`src/rtl/uart_tx_arbiter.sv`:
```
// Shares one UART transmitter among N byte requesters: round-robin grant, message
// lock for multi-byte strings, and send_req / busy-rise / busy-fall sequencing.
module uart_tx_arbiter #(
   parameter int N              = 2,
   parameter int ACCEPT_TIMEOUT = 16,
   parameter int LOCK_TIMEOUT   = 4096
) (
   input  logic           clk,
   input  logic           reset,
   input  logic [N-1:0]   req_valid,
   input  logic [8*N-1:0] req_data,
   input  logic [N-1:0]   req_last,
   output logic [N-1:0]   req_ready,
   output logic           tx_send_req,
   output logic [7:0]     tx_data,
   input  logic           tx_busy,
   output logic [N-1:0]   grant,
   output logic           err_timeout,
   output logic           lock_abort
);
   localparam int IW = (N > 1) ? $clog2(N) : 1;
   localparam int AW = $clog2(ACCEPT_TIMEOUT + 1);
   localparam int LW = $clog2(LOCK_TIMEOUT + 1);

   typedef enum logic [1:0] {IDLE, SEND, WAIT_ACCEPT, WAIT_DONE} state_t;

   state_t        state_reg, state_next;
   logic [IW-1:0] start_reg, start_next;
   logic          locked_reg, locked_next;
   logic [IW-1:0] owner_reg, owner_next;
   logic [AW-1:0] acc_cnt_reg, acc_cnt_next;
   logic [LW-1:0] lock_cnt_reg, lock_cnt_next;
   logic [7:0]    tx_data_reg, tx_data_next;
   logic [N-1:0]  grant_reg, grant_next;
   logic          err_reg, err_next;
   logic          abort_reg, abort_next;

   logic [N-1:0]  owner_mask;
   logic [N-1:0]  cand;
   logic [7:0]    data_arr [N];
   logic          found;
   logic [IW-1:0] sel;
   logic [IW-1:0] idx;
   logic          accept;

   generate
      for (genvar gi = 0; gi < N; gi++) begin : g_lane
         assign owner_mask[gi] = (owner_reg == IW'(gi));
         assign data_arr[gi]   = req_data[8*gi +: 8];
         assign req_ready[gi]  = accept && (sel == IW'(gi));
      end
   endgenerate

   // While locked only the owner may compete; everyone else is masked out.
   assign cand = locked_reg ? (req_valid & owner_mask) : req_valid;

   always_comb begin
      found = 1'b0;
      sel   = '0;
      idx   = '0;
      for (int k = 0; k < N; k++) begin
         idx = (int'(start_reg) + k >= N) ? IW'(int'(start_reg) + k - N)
                                          : IW'(int'(start_reg) + k);
         if (!found && cand[idx]) begin
            found = 1'b1;
            sel   = idx;
         end
      end
   end

   // Reset gates the handshake so nothing is accepted while held in reset.
   assign accept = reset && (state_reg == IDLE) && !tx_busy && found;

   always_comb begin
      state_next    = state_reg;
      start_next    = start_reg;
      locked_next   = locked_reg;
      owner_next    = owner_reg;
      acc_cnt_next  = '0;
      lock_cnt_next = '0;
      tx_data_next  = tx_data_reg;
      grant_next    = grant_reg;
      err_next      = 1'b0;
      abort_next    = 1'b0;
      case (state_reg)
         IDLE: begin
            if (accept) begin
               tx_data_next = data_arr[sel];
               grant_next   = {{(N-1){1'b0}}, 1'b1} << sel;
               start_next   = (sel == IW'(N-1)) ? '0 : sel + 1'b1;
               state_next   = SEND;
               if (req_last[sel]) begin
                  locked_next = 1'b0;
               end else begin
                  locked_next = 1'b1;
                  owner_next  = sel;
               end
            end else if (locked_reg && !req_valid[owner_reg]) begin
               if (lock_cnt_reg == LW'(LOCK_TIMEOUT - 1)) begin
                  abort_next  = 1'b1;
                  locked_next = 1'b0;
                  grant_next  = '0;
               end else begin
                  lock_cnt_next = lock_cnt_reg + 1'b1;
               end
            end
         end
         SEND: state_next = WAIT_ACCEPT;
         WAIT_ACCEPT: begin
            if (tx_busy) begin
               state_next = WAIT_DONE;
            end else if (acc_cnt_reg == AW'(ACCEPT_TIMEOUT - 1)) begin
               err_next    = 1'b1;
               locked_next = 1'b0;
               grant_next  = '0;
               state_next  = IDLE;
            end else begin
               acc_cnt_next = acc_cnt_reg + 1'b1;
            end
         end
         WAIT_DONE: begin
            if (!tx_busy) state_next = IDLE;
         end
         default: state_next = IDLE;
      endcase
   end

   always_ff @(posedge clk or negedge reset) begin
      if (!reset) begin
         state_reg    <= IDLE;
         start_reg    <= '0;
         locked_reg   <= 1'b0;
         owner_reg    <= '0;
         acc_cnt_reg  <= '0;
         lock_cnt_reg <= '0;
         tx_data_reg  <= '0;
         grant_reg    <= '0;
         err_reg      <= 1'b0;
         abort_reg    <= 1'b0;
      end else begin
         state_reg    <= state_next;
         start_reg    <= start_next;
         locked_reg   <= locked_next;
         owner_reg    <= owner_next;
         acc_cnt_reg  <= acc_cnt_next;
         lock_cnt_reg <= lock_cnt_next;
         tx_data_reg  <= tx_data_next;
         grant_reg    <= grant_next;
         err_reg      <= err_next;
         abort_reg    <= abort_next;
      end
   end

   assign tx_send_req = (state_reg == SEND);
   assign tx_data     = tx_data_reg;
   assign grant       = grant_reg;
   assign err_timeout = err_reg;
   assign lock_abort  = abort_reg;

endmodule

```
`config.mk`:
```
export PLATFORM = sky130hd
export DESIGN_NAME = uart_tx_arbiter
export DESIGN_NICKNAME = d
export VERILOG_FILES = /design/src/rtl/uart_tx_arbiter.sv
export SDC_FILE = /design/constraint.sdc
export NUM_CORES = 1
export LEC_CHECK = 0
export CAP_MARGIN = 10
export CELL_PAD_IN_SITES_DETAIL_PLACEMENT = 1
export CELL_PAD_IN_SITES_GLOBAL_PLACEMENT = 1
export CORE_AREA = 8 8 67 83
export CTS_BUF_LIST = sky130_fd_sc_hd__clkbuf_8 sky130_fd_sc_hd__clkbuf_16
export DETAILED_ROUTE_END_ITERATION = 8
export DIE_AREA = 0 0 75 91
export DONT_BUFFER_PORTS = 1
export HOLD_SLACK_MARGIN = 0.03
export PLACE_DENSITY = 0.79
export SLEW_MARGIN = 10
export SYNTH_ARGS = -nofsm -noshare
export SYNTH_HDL_FRONTEND = slang
export SYNTH_SLANG_ARGS = --single-unit
```
`constraint.sdc`:
```
create_clock -name clk -period 1.85 [get_ports clk]
set_input_delay 0.37 -clock clk [delete_from_list [all_inputs] [get_ports clk]]
set_output_delay 0.37 -clock clk [all_outputs]
set_load 0.03 [all_outputs]
```
==> results of run 1 <==
power groups by stage:
stage / combinational (mW) / sequential (mW) / clock, mW
3_5_place_dp: 0.730 / 1.28 / 0
6_report: 0.765 / 1.27 / 0.620
3_3_place_gp: 0.678 / 1.28 / 0
2_1_floorplan: 0.520 / 1.24 / 0
4_1_cts: 0.768 / 1.27 / 0.640
5_1_grt: 0.844 / 1.29 / 0.670
per-layer routing:
| metal | global-route usage | vias to the layer above |
|---|---|---|
| met3 | 0.0550 | 12 |
| met2 | 0.241 | 41 |
| li1 | - | 630 |
| met1 | 0.137 | 663 |
| met5 | 0 | - |
| met4 | 0.0705 | 0 |
stage by stage:
stage | TNS, ns | power [mW] | worst slack [ns]
2_1_floorplan | -0.0855 | 1.76 | -0.0855
3_3_place_gp | 0 | 1.95 | 0.0241
3_5_place_dp | -0.0130 | 2.01 | -0.00421
4_1_cts | -0.303 | 2.68 | -0.141
5_1_grt | -0.464 | 2.80 | -0.157
6_report | -0.194 | 2.65 | -0.105
logic make-up (layout without fill, tap and decap cells):
kind of cell / Yosys count / count (layout)
simple gates: 86 / 86
flops: 35 / 35
compound gates: 23 / 23
buf+inv: 15 / 32
xor+xnor: 12 / 12
fa+ha+maj: 2 / 2
mux: 2 / 2
placed cells by master, fill, tap and decap left out, types with 2 or more instances in the layout:
cell type  synthesis  layout
buf_12             0       2
xnor2_1            7       7
buf_4              1      12
ha_1               2       2
nand4_1            2       2
nand2b_1           2       2
inv_1              7       7
nand2_1           35      34
nand3b_1           2       2
o221ai_2           8       8
xor2_1             5       5
clkbuf_8           0       7
a211o_1            2       2
nor2_4             0       2
dfrtp_1           35      35
and3_1             2       2
nor3b_1            3       3
a21oi_1            3       3
o2111ai_1          3       3
nand3_1            6       6
o211ai_1           2       2
nor2_1            24      22
nor3_1             5       5
buf_6              2       2
what timing repair did:
action	CTS	global route
hold buffers	2	0
endpoints found under the hold margin	35	0
buffers inserted	1	1
pin swaps	3	2
gates resized for setup	3	2
setup endpoints to repair	3	22
path summary, 6_finish.rpt:
path / start / to / cells past startpoint
setup / recovery: state_reg[1]$_DFFE_PN0P_ / req_ready[1] / 4
hold / removal: tx_busy / state_reg[0]$_DFFE_PN0P_ / 2
setup reg to reg: state_reg[1]$_DFFE_PN0P_ / locked_reg$_DFFE_PN0P_ / 4
hold reg to reg: acc_cnt_reg[4]$_DFF_PN0_ / err_timeout$_DFF_PN0_ / 1
max in group asynchronous: reset / lock_cnt_reg[11]$_DFF_PN0_ / 2
min in group asynchronous: reset / lock_cnt_reg[5]$_DFF_PN0_ / 2
worst register-to-register path, delay by kind of cell (launching register included):
kind             cells  cell delay [ns]
flip-flops           1             0.38
AND/OR/NAND/NOR      1             0.54
AO/OA/AOI/OAI        3             0.80
cell type report:
cell class	instances	area, µm²
clock buffers	7	96.3
clock inverters	1	7.51
fillers	499	2240
inverters	7	26.3
multi-input cells	125	811
flip-flops and latches	35	876
well taps	58	72.6
repair buffers	17	163
==> flow_summary.yaml, run 1 <==
status:
  status: "complete, but fails checks"
  violations: "setup timing"
synthesis:
  synth_xor_xnor_area_share: 0.0606
  synth_area_um2: 1730
  synth_cell_types: 35
  yosys-top-cells-area: "dfrtp_1 51%, nand2_1 7.6%, o221ai_2 6.9%"
  synth_top_family_by_area: "simple AND/OR/NAND/NOR gates"
  syn_avg_cell_area_um2: 9.91
  synthFlopType: "dfrtp_1"
  synth-seq-cells: 35
  syn_inst: 175
  synth_nets: 200
  ys_seq_area_frac: 0.505
  yosys.area.top_type: "dfrtp_1"
  synth_top_area_frac: 0.505
  synth_edf_count: 0
  synth_compound_area_frac: 0.134
  yosysWarnings: 0
  synth_common_cells: "35 x dfrtp_1, 35 x nand2_1, 24 x nor2_1"
  synthAdderAreaFrac: 0.0144
  ys_async_sr_fraction: 1.00
  muxShareOfSynthArea: 0.0123
  yosys.area_share.simple: 0.229
finish:
  final_cells: 250
  drive_gt1_frac: 0.214
  largest_register_ff_count: 13
  syn_to_final_growth_pct: 18.3
  antennaDiodeCount: 0
  final_nets: 216
  fin_area_um2: 2050
  fin_util: 0.478
die:
  io_pins: 38
  fp.dieW_um: 75
  rows: 27
  core_region_area_um2: 4290
  dieHeight_um: 91
  die-area_um2: 6830
  start_util: 0.404
pwr:
  p_sw_frac: 0.402
  leakage_nw: 0.847
  p_per_area_nw_per_um2: 1290
  clkPwrFrac: 0.233
  pwr-share-comb: 0.288
  ir_drop_uv: 1000
  seqPwrFrac: 0.478
  p_switching_mw: 1.07
  internal-power_mw: 1.59
placement:
  portBuffers: 0
  dp.cells: 238
  place_area_um2: 1880
  dp_hpwl_um: 3370
  place.gp.congestion: 0.757
setup_path:
  crit_required_ns: 1.48
  critical-path-top-delay-family: "simple AND/OR/NAND/NOR gates"
  cp_data_arrival_time_ns: 1.58
  crit_fanout: 3
  crit_chain: "or4b_4, buf_6, nor2_4, buf_12"
  r2r_setup_slack_ns: 0.01
  cp-end-kind: "output pin"
  max_stage_delay_ns: 0.54
  start_kind: "register"
  path_class: "register to output pin"
  path_buf_inv: 2
  slowest_stage: "or4b_4"
timing:
  period_minus_slack_ns: 1.95
  max_slew.worst_pin.slew_ns: 0.702
  drv_slew: 0
  clock.fmax_mhz: 512
  skew_ns: 0.00895
  slew_headroom: 0.531
  final-hold-violation-count: 0
  post-route-period-util: 1.06
  setup_ws_ns: -0.105
  hold_ws_ns: 0.202
  rsz0062_at_grt: "yes"
  final-setup-viol-count: 2
clock_tree:
  clockBufferDepth: 2
  cts_max_level: 2
  clk_pin_slew_ns: 0.07
  cts.sinks: 35
  tritoncts: "done"
  root_buffer: "clkbuf_8"
  insertion_delay_ns: 0.29
  cts_buffers: 5
global_route:
  grt_max_degree: 36
  grt_pass1_vias: 1588
  antenna_found_initial: 0
  grt_first_pass_wirelength_um: 7290
  grt-ovfl-total: 0
  grt_use_total: 0.139
run:
  drv_cap: 0
min_path:
  hp-class: "input pin to register"
drt:
  dr.first_iter.drc_count: 28
  firstDrtPassIters: 4
  vias: 1346
  dr.max_layer_used: "met4"
  wl_met2_um: 2350
  ant_nets: 0
  wl_met1_um: 1550
  wirelength_um: 4360
  post-route-drc-count: 0
  viasPerCell: 5.38
  post_drt_wl_per_cell_um: 17.4
  wl_met3_um: 325
Note: power is estimated with default switching activity, not from simulation.
==> run 2: changes to the inputs <==
--- a/config.mk
+++ b/config.mk
@@ -5,7 +5,6 @@
 export SDC_FILE = /design/constraint.sdc
 export NUM_CORES = 1
 export LEC_CHECK = 0
-export CAP_MARGIN = 10
 export CELL_PAD_IN_SITES_DETAIL_PLACEMENT = 1
 export CELL_PAD_IN_SITES_GLOBAL_PLACEMENT = 1
 export CORE_AREA = 8 8 67 83
==> results of run 2 <==
Same layout as run 1: the final DEF is identical, and so are final timing and power.
==> run 3: changes to the inputs <==
--- a/config.mk
+++ b/config.mk
@@ -5,6 +5,7 @@
 export SDC_FILE = /design/constraint.sdc
 export NUM_CORES = 1
 export LEC_CHECK = 0
+export ABC_CLOCK_PERIOD_IN_PS = 1850
 export CELL_PAD_IN_SITES_DETAIL_PLACEMENT = 1
 export CELL_PAD_IN_SITES_GLOBAL_PLACEMENT = 1
 export CORE_AREA = 8 8 67 83
==> results of run 3 <==
Same layout as run 1: the final DEF is identical, and so are final timing and power.
